[src/rtl/cond_issue_stage.sv]
// -----------------------------------------------------------------------------
// cond_issue_stage
//
// Issue stage sitting between instruction decode and execute. It owns the
// architectural CPSR and evaluates each instruction's ARM condition field
// against the NZCV flags. A one-entry output register with valid/ready
// handshakes on both sides passes instructions on to execute. A small
// scoreboard counts issued, executing flag-setters that have not yet written
// back, so that no conditional instruction is evaluated against stale flags.
//
// Parameters
//   MAX_PENDING  : maximum in-flight flag-setting instructions (1..7)
//   CPSR_RESET   : CPSR value loaded on reset
//
// Ports
//   clk            in   clock, rising edge
//   rst_n          in   asynchronous active-low reset
//   flush          in   synchronous pipeline flush
//   in_valid       in   decode presents an instruction
//   in_ready       out  stage accepts this cycle
//   in_inst        in   instruction word, [31:28] = condition code
//   in_sets_flags  in   instruction writes NZCV
//   out_valid      out  output register holds an instruction
//   out_ready      in   execute accepts
//   out_inst       out  registered instruction
//   out_exec       out  condition passed (0 = execute as NOP)
//   out_sets_flags out  registered in_sets_flags & condition pass
//   flag_wr_en     in   writeback updates NZCV
//   flag_wr_nzcv   in   new N,Z,C,V (MSB = N)
//   cpsr           out  architectural CPSR
//   pending        out  scoreboard count of in-flight flag-setters
// -----------------------------------------------------------------------------
module cond_issue_stage #(
  parameter int unsigned MAX_PENDING = 3,
  parameter logic [31:0] CPSR_RESET  = 32'h0000_00D3
) (
  input  logic        clk,
  input  logic        rst_n,
  input  logic        flush,
  input  logic        in_valid,
  output logic        in_ready,
  input  logic [31:0] in_inst,
  input  logic        in_sets_flags,
  output logic        out_valid,
  input  logic        out_ready,
  output logic [31:0] out_inst,
  output logic        out_exec,
  output logic        out_sets_flags,
  input  logic        flag_wr_en,
  input  logic [3:0]  flag_wr_nzcv,
  output logic [31:0] cpsr,
  output logic [2:0]  pending
);

  localparam logic [3:0] COND_AL = 4'hE;
  localparam logic [2:0] MAX_PEND = 3'(MAX_PENDING);

  // ARM condition evaluation; NV (4'hF) never passes.
  function automatic logic cond_pass(input logic [3:0] cond,
                                     input logic [3:0] nzcv);
    logic n, z, c, v;
    logic res;
    n = nzcv[3];
    z = nzcv[2];
    c = nzcv[1];
    v = nzcv[0];
    case (cond)
      4'h0:    res = z;                    // EQ
      4'h1:    res = !z;                   // NE
      4'h2:    res = c;                    // CS/HS
      4'h3:    res = !c;                   // CC/LO
      4'h4:    res = n;                    // MI
      4'h5:    res = !n;                   // PL
      4'h6:    res = v;                    // VS
      4'h7:    res = !v;                   // VC
      4'h8:    res = c && !z;              // HI
      4'h9:    res = !c || z;              // LS
      4'hA:    res = (n == v);             // GE
      4'hB:    res = (n != v);             // LT
      4'hC:    res = !z && (n == v);       // GT
      4'hD:    res = z || (n != v);        // LE
      4'hE:    res = 1'b1;                 // AL
      default: res = 1'b0;                 // NV
    endcase
    return res;
  endfunction

  logic [31:0] cpsr_q,      cpsr_d;
  logic        out_valid_q, out_valid_d;
  logic [31:0] out_inst_q,  out_inst_d;
  logic        out_exec_q,  out_exec_d;
  logic        out_sets_q,  out_sets_d;
  logic [2:0]  pending_q,   pending_d;

  logic [3:0]  cond;
  logic [3:0]  eff_nzcv;
  logic        pass;
  logic        stall_cond;
  logic        stall_full;
  logic        stall;
  logic        accept;
  logic        sb_inc;
  logic        sb_dec;

  assign cond = in_inst[31:28];

  // Same-cycle bypass: a writeback in this cycle is already visible to the
  // instruction being evaluated, so a waiting conditional issues with zero
  // extra bubbles after the writeback.
  assign eff_nzcv = flag_wr_en ? flag_wr_nzcv : cpsr_q[31:28];
  assign pass     = cond_pass(cond, eff_nzcv);

  // A conditional instruction must wait while any flag-setter is in flight,
  // unless the last one is writing back right now (bypass covers it).
  assign stall_cond = (cond != COND_AL) && (pending_q != 3'd0) &&
                      !((pending_q == 3'd1) && flag_wr_en);

  // Scoreboard full: a new flag-setter waits unless a writeback frees a slot.
  assign stall_full = in_sets_flags && (pending_q == MAX_PEND) && !flag_wr_en;

  assign stall    = stall_cond || stall_full;
  assign in_ready = (!out_valid_q || out_ready) && !stall && !flush;
  assign accept   = in_valid && in_ready;

  // Only flag-setters whose condition passes will actually write back.
  assign sb_inc = accept && in_sets_flags && pass;
  // Saturate at zero: a spurious writeback never underflows the count.
  assign sb_dec = flag_wr_en && (pending_q != 3'd0);

  always_comb begin
    cpsr_d      = cpsr_q;
    out_valid_d = out_valid_q;
    out_inst_d  = out_inst_q;
    out_exec_d  = out_exec_q;
    out_sets_d  = out_sets_q;
    pending_d   = pending_q;

    // The CPSR updates on writeback even during a flush.
    if (flag_wr_en) begin
      cpsr_d[31:28] = flag_wr_nzcv;
    end

    if (flush) begin
      out_valid_d = 1'b0;
      pending_d   = 3'd0;
    end else begin
      if (accept) begin
        out_valid_d = 1'b1;
        out_inst_d  = in_inst;
        out_exec_d  = pass;
        out_sets_d  = in_sets_flags && pass;
      end else if (out_ready) begin
        out_valid_d = 1'b0;
      end

      case ({sb_inc, sb_dec})
        2'b10:   pending_d = pending_q + 3'd1;
        2'b01:   pending_d = pending_q - 3'd1;
        default: pending_d = pending_q;
      endcase
    end
  end

  // ---- state register boundary ----
  always_ff @(posedge clk or negedge rst_n) begin
    if (!rst_n) begin
      cpsr_q      <= CPSR_RESET;
      out_valid_q <= 1'b0;
      out_inst_q  <= 32'h0;
      out_exec_q  <= 1'b0;
      out_sets_q  <= 1'b0;
      pending_q   <= 3'd0;
    end else begin
      cpsr_q      <= cpsr_d;
      out_valid_q <= out_valid_d;
      out_inst_q  <= out_inst_d;
      out_exec_q  <= out_exec_d;
      out_sets_q  <= out_sets_d;
      pending_q   <= pending_d;
    end
  end

  assign out_valid      = out_valid_q;
  assign out_inst       = out_inst_q;
  assign out_exec       = out_exec_q;
  assign out_sets_flags = out_sets_q;
  assign cpsr           = cpsr_q;
  assign pending        = pending_q;

endmodule

[config.mk]
export PLATFORM = sky130hd
export DESIGN_NAME = cond_issue_stage
export DESIGN_NICKNAME = d
export VERILOG_FILES = /design/src/rtl/cond_issue_stage.sv
export SDC_FILE = /design/constraint.sdc
export NUM_CORES = 1
export LEC_CHECK = 0
export ABC_AREA = 1
export CAP_MARGIN = 40
export CORE_UTILIZATION = 40
export CTS_BUF_LIST = sky130_fd_sc_hd__clkbuf_8
export DETAILED_ROUTE_END_ITERATION = 8
export GPL_TIMING_DRIVEN = 0
export PLACE_DENSITY = 0.76
export REMOVE_ABC_BUFFERS = 1
export SETUP_SLACK_MARGIN = 0.15
export SLEW_MARGIN = 20
export SYNTH_ARGS = -nofsm -noshare
export SYNTH_HDL_FRONTEND = slang
export SYNTH_SLANG_ARGS = --single-unit
export TNS_END_PERCENT = 20
[constraint.sdc]
create_clock -name clk -period 5.1 [get_ports clk]
set_input_delay 1.02 -clock clk [delete_from_list [all_inputs] [get_ports clk]]
set_output_delay 1.02 -clock clk [all_outputs]
set_load 0.01 [all_outputs]
======== Word level (Yosys, flattened, before mapping) ========
Cells that the tools add are included.
word-level totals
  bits in registers ....................... 42
  word-level logic and storage cells ...... 69
cells by class
  $add $sub $neg .......................... 2
  equality and inequality tests ........... 21
  multiplexer cells ....................... 7
  bitwise logic cells ..................... 1
  reductions and logical operators ........ 32
operators by type and width
  cell                                               count
  == test 4 bit (second input constant)              7
  == test 4 x 3 -> 1 bit (second input constant)     4
  one-hot mux 1 bit (15 select lines)                1
  logical AND 1 bit                                  14
  zero test 1 bit                                    9
  nonzero test 3 bit                                 3
  == test 4 x 2 -> 1 bit (second input constant)     2
  one-hot mux 3 bit (2 select lines)                 1
  == test 4 x 1 -> 1 bit (second input constant)     1
  zero test 4 bit                                    1
  logical OR 1 bit                                   4
  2-to-1 mux 4 bit                                   1
  inequality test 4 bit (second input constant)      1
  adder 3 x 1 -> 3 bit (second input constant)       1
  == test 3 x 1 -> 1 bit (second input constant)     1
  == test 3 x 2 -> 1 bit (second input constant)     1
  2-to-1 mux 1 bit                                   3
  2-to-1 mux 3 bit                                   1
  subtractor 3 x 1 -> 3 bit (second input constant)  1
  == test 2 x 1 -> 1 bit (second input constant)     1
  == test 2 bit (second input constant)              1
  AND reduction 2 bit                                1
  == test 1 bit                                      1
  inequality test 1 bit                              1
  NOT 1 bit                                          1

======== Logic depth before layout (Yosys ltp) ========
  depth after elaboration ................. 14
  gate-level depth with buffers ........... 16
  gate-level depth less buffers ........... 16

======== Worst setup path before layout ========
No wires, ideal clock.
  path kind ............................... input port to output port
  from .................................... input flag_wr_en
  to ...................................... output in_ready
  arrival ................................. 1.511 ns
  data required time ...................... 4.080 ns
  path slack .............................. 2.569 ns
  stages .................................. 5
  path buffers ............................ 1
  cell sequence ........................... buf_6 -> nor2_1 -> a211oi_2 -> nand2_1 -> inv_1
between the ends
  cells in the longest elaborated chain, start to end .. 7
  elaborated cells between the ends (all ways) .. 9
  classes of those cells .................. reduce/logical (9)
RTL lines
  what                                line  source
  start: declaration                  49    input logic flag_wr_en,
  logical AND 1 bit                   116   !((pending_q == 3'd1) && flag_wr_en);
  zero test 1 bit                     116
  logical AND 1 bit                   115   assign stall_cond = (cond != COND_AL) && (pending_q != 3'd0) &&
  logical OR 1 bit (*)                121   assign stall = stall_cond || stall_full;
  zero test 1 bit (*)                 122   assign in_ready = (!out_valid_q || out_ready) && !stall && !flush;
  logical AND 1 bit (*) (2 in a row)  122
  end: declaration                    41    output logic in_ready,
Every way passes the cells marked *; elsewhere a longest branch is shown, timed or not.

======== Worst setup path in the final report ========
Same ends and word-level chain as after synthesis.

==> flow_summary.toml <==
[detailed_routing]
drt_iter0_drc = 78
finalWirelength_mm = 5.15
drc = 0
ant_nets = 0
vias = 2045
wl_per_cell_um = 11.0
vias_per_cell = 4.38
dr.pass1.iters = 4

[synth]
synth_cell_types = 23
synthCells = 309
synth_area_per_cell_um2 = 7.46
syn_area_um2 = 2310
synth_area_leader_cell = "dfrtp_1"
ys_warn_count = 0
synth-seq-area-share_pct = 45.6
synth_area_leaders = "dfrtp_1 (46%), nand2_1 (25%), buf_4 (9.1%)"
yosysTopAreaCellShare_pct = 45.6
ys_ff_latch = 42

[setup_path]
arrival_ns = 2.74
cp-end-kind = "output port"
criticalPathCategory = "in -> out"
startpoint_type = "input pin"
path_max_fanout = 11
rr_worst_depth = 11
crit_required_ns = 4.08

[power_and_ir_drop]
ir_drop_mv = 0.259
p_leak_nw = 1.73
p_per_area_nw_per_um2 = 470

[min_path]
min_path_cells = 2
hp-class = "reg -> reg"

[timing]
slew_viol_final = 0
fin_crit_sh_pct = 73.7
finalClockSkew_ns = 0.00230
worstMarginPinSlew_ns = 0.502
hold_ws_ns = 0.481
timing.slew.headroom_pct = 66.5
rsz0062_at_grt = "false"
finalSetupViolCount = 0
tns_ns = 0
period_needed_ns = 3.76
hold_violations = 0
fmax_mhz = 266

[clock_network]
cts_htree_levels = 2
clockRootBuffer = "clkbuf_8"
numCtsBuffers = 5
clock_path_buffers = 2
holdBufCountCts = 0
clk_latency_ns = 0.29
cts_resized = 0
postCtsSetupRepairBufs = 0
cts_sinks = 42
cts_tree = "done"
path_clk_slew_ns = 0.08

[placed_design]
hpwl_mm = 3.96
port-buffer-count = 85
gp_congestion = 0.824

[finish]
area.sequential_um2 = 1050
num-nets-final = 442
areaGrowthSynthToFinish_pct = 41.8
multi_input_area_um2 = 997
drive_gt1_share_pct = 6.84
fillers = 524
n_antenna_cell = 0

[die]
core-area_um2 = 5540
dieArea_um2 = 6070
rows = 27
initial_core_util_pct = 41.6
io_pins = 114
die_w_um = 77.9
die_h_um = 77.9

[grt]
grt_remaining_overflow = 0
grt_pass1_wl_mm = 9.03
grt_pass1_vias = 2062
grt.total_usage_pct = 18.7
grt_start_max_net_pins = 27
antenna_found_initial = 0

[run]
drv_cap = 0

[run_status]
outcome = "finished, final reports clean"
-- report_power, final --
part           internal, mW  total [mW]  switching [mW]
Combinational         0.387       0.711           0.324
Sequential            0.479       0.565          0.0863
Clock                 0.144       0.261           0.117
-- routing by layer --
metal  up-vias  track usage, %  share of wire [%]
li1       1038               -                  -
met1       926            22.2                 42
met2        72            33.3                 51
met3         9            4.35                5.8
met4         0            6.11                1.5
met5         -               0                  0
-- worst max-delay path, cell delays in order --
cell and delay [ns]:
clkdlybuf4s50_1 0.70, nor2_1 0.11, a211oi_2 0.25, nand2_1 0.08
inv_1 0.06, clkdlybuf4s50_1 0.52
-- cell usage in the layout (no fill, tap or decap), types with 3 or more instances in the layout --
cell type | synthesis | final
clkbuf_8 | 0 | 5
nor2_1 | 10 | 10
nand3_2 | 2 | 3
ha_1 | 5 | 5
clkdlybuf4s50_1 | 0 | 84
conb_1 | 2 | 28
inv_1 | 25 | 26
dfrtp_1 | 42 | 42
nand2_2 | 4 | 4
nand3_1 | 14 | 13
nand2_1 | 151 | 151
inv_2 | 3 | 3
o21ai_0 | 3 | 3
-- sequential cells by signal, indices dropped and copies added (netlist names) --
register,cells
out_inst,32
pending,3
out_exec,1
out_sets_flags,1
cpsr,4
out_valid,1
-- cell families (layout without fill, tap and decap cells) --
logic type	after synthesis	count (layout)	synth area share, %
simple gates	187	187	33.2
xor+xnor	1	1	0.380
buf+inv	64	124	15.6
flops	42	42	45.6
compound gates	8	8	2.22
fa+ha+maj	5	5	2.71
other cells	2	28	0.326
-- cell usage after synthesis --
| library cell | instances |
|---|---|
| ha_1 | 5 |
| nand2_4 | 2 |
| dfrtp_1 | 42 |
| o21ai_1 | 1 |
| buf_4 | 28 |
| nand2_2 | 4 |
| inv_2 | 3 |
| a211oi_2 | 1 |
| nor2_2 | 2 |
| a21oi_1 | 2 |
| clkbuf_1 | 1 |
| nor3_1 | 2 |
| buf_6 | 1 |
| nor2_1 | 10 |
| nand2_1 | 151 |
| inv_1 | 25 |
| o21ai_0 | 3 |
| conb_1 | 2 |
| nand3_1 | 14 |
| o21ai_2 | 1 |
| buf_2 | 6 |
| xor2_1 | 1 |
| nand3_2 | 2 |
-- stage by stage --
stage	util, %	instance area (um^2)	setup slack [ns]	power, mW	std cells
5_1_grt	59.0	3270	1.18	1.66	467
3_5_place_dp	57.0	3160	1.34	1.29	459
6_report	59.0	3270	1.34	1.54	467
2_1_floorplan	-	2150	2.05	0.864	299
4_1_cts	59.0	3270	1.33	1.56	467
3_3_place_gp	55.8	3090	0.373	1.25	456
-- cell type report --
| type | count | area share, % |
|---|---|---|
| Inverter | 28 | 3.21 |
| Tap cell | 72 | 2.76 |
| Multi-Input combinational cell | 229 | 30.5 |
| Clock inverter | 3 | 1.26 |
| Clock buffer | 5 | 2.10 |
| Sequential cell | 42 | 32.1 |
| Timing Repair Buffer | 88 | 28.0 |
-- worst paths after layout --
kind	endpoint	startpoint	slack, ns
worst max-delay path	in_ready	flag_wr_en	1.34
worst min-delay path	out_inst[21]	out_inst[21]	0.48
worst max register to register	pending[0]	pending[0]	2.68
worst min register to register	out_inst[21]	out_inst[21]	0.48
max in group asynchronous	out_inst[26]	rst_n	3.93
min in group asynchronous	cpsr[29]	rst_n	0.69
(Power assumes the default switching activity.)
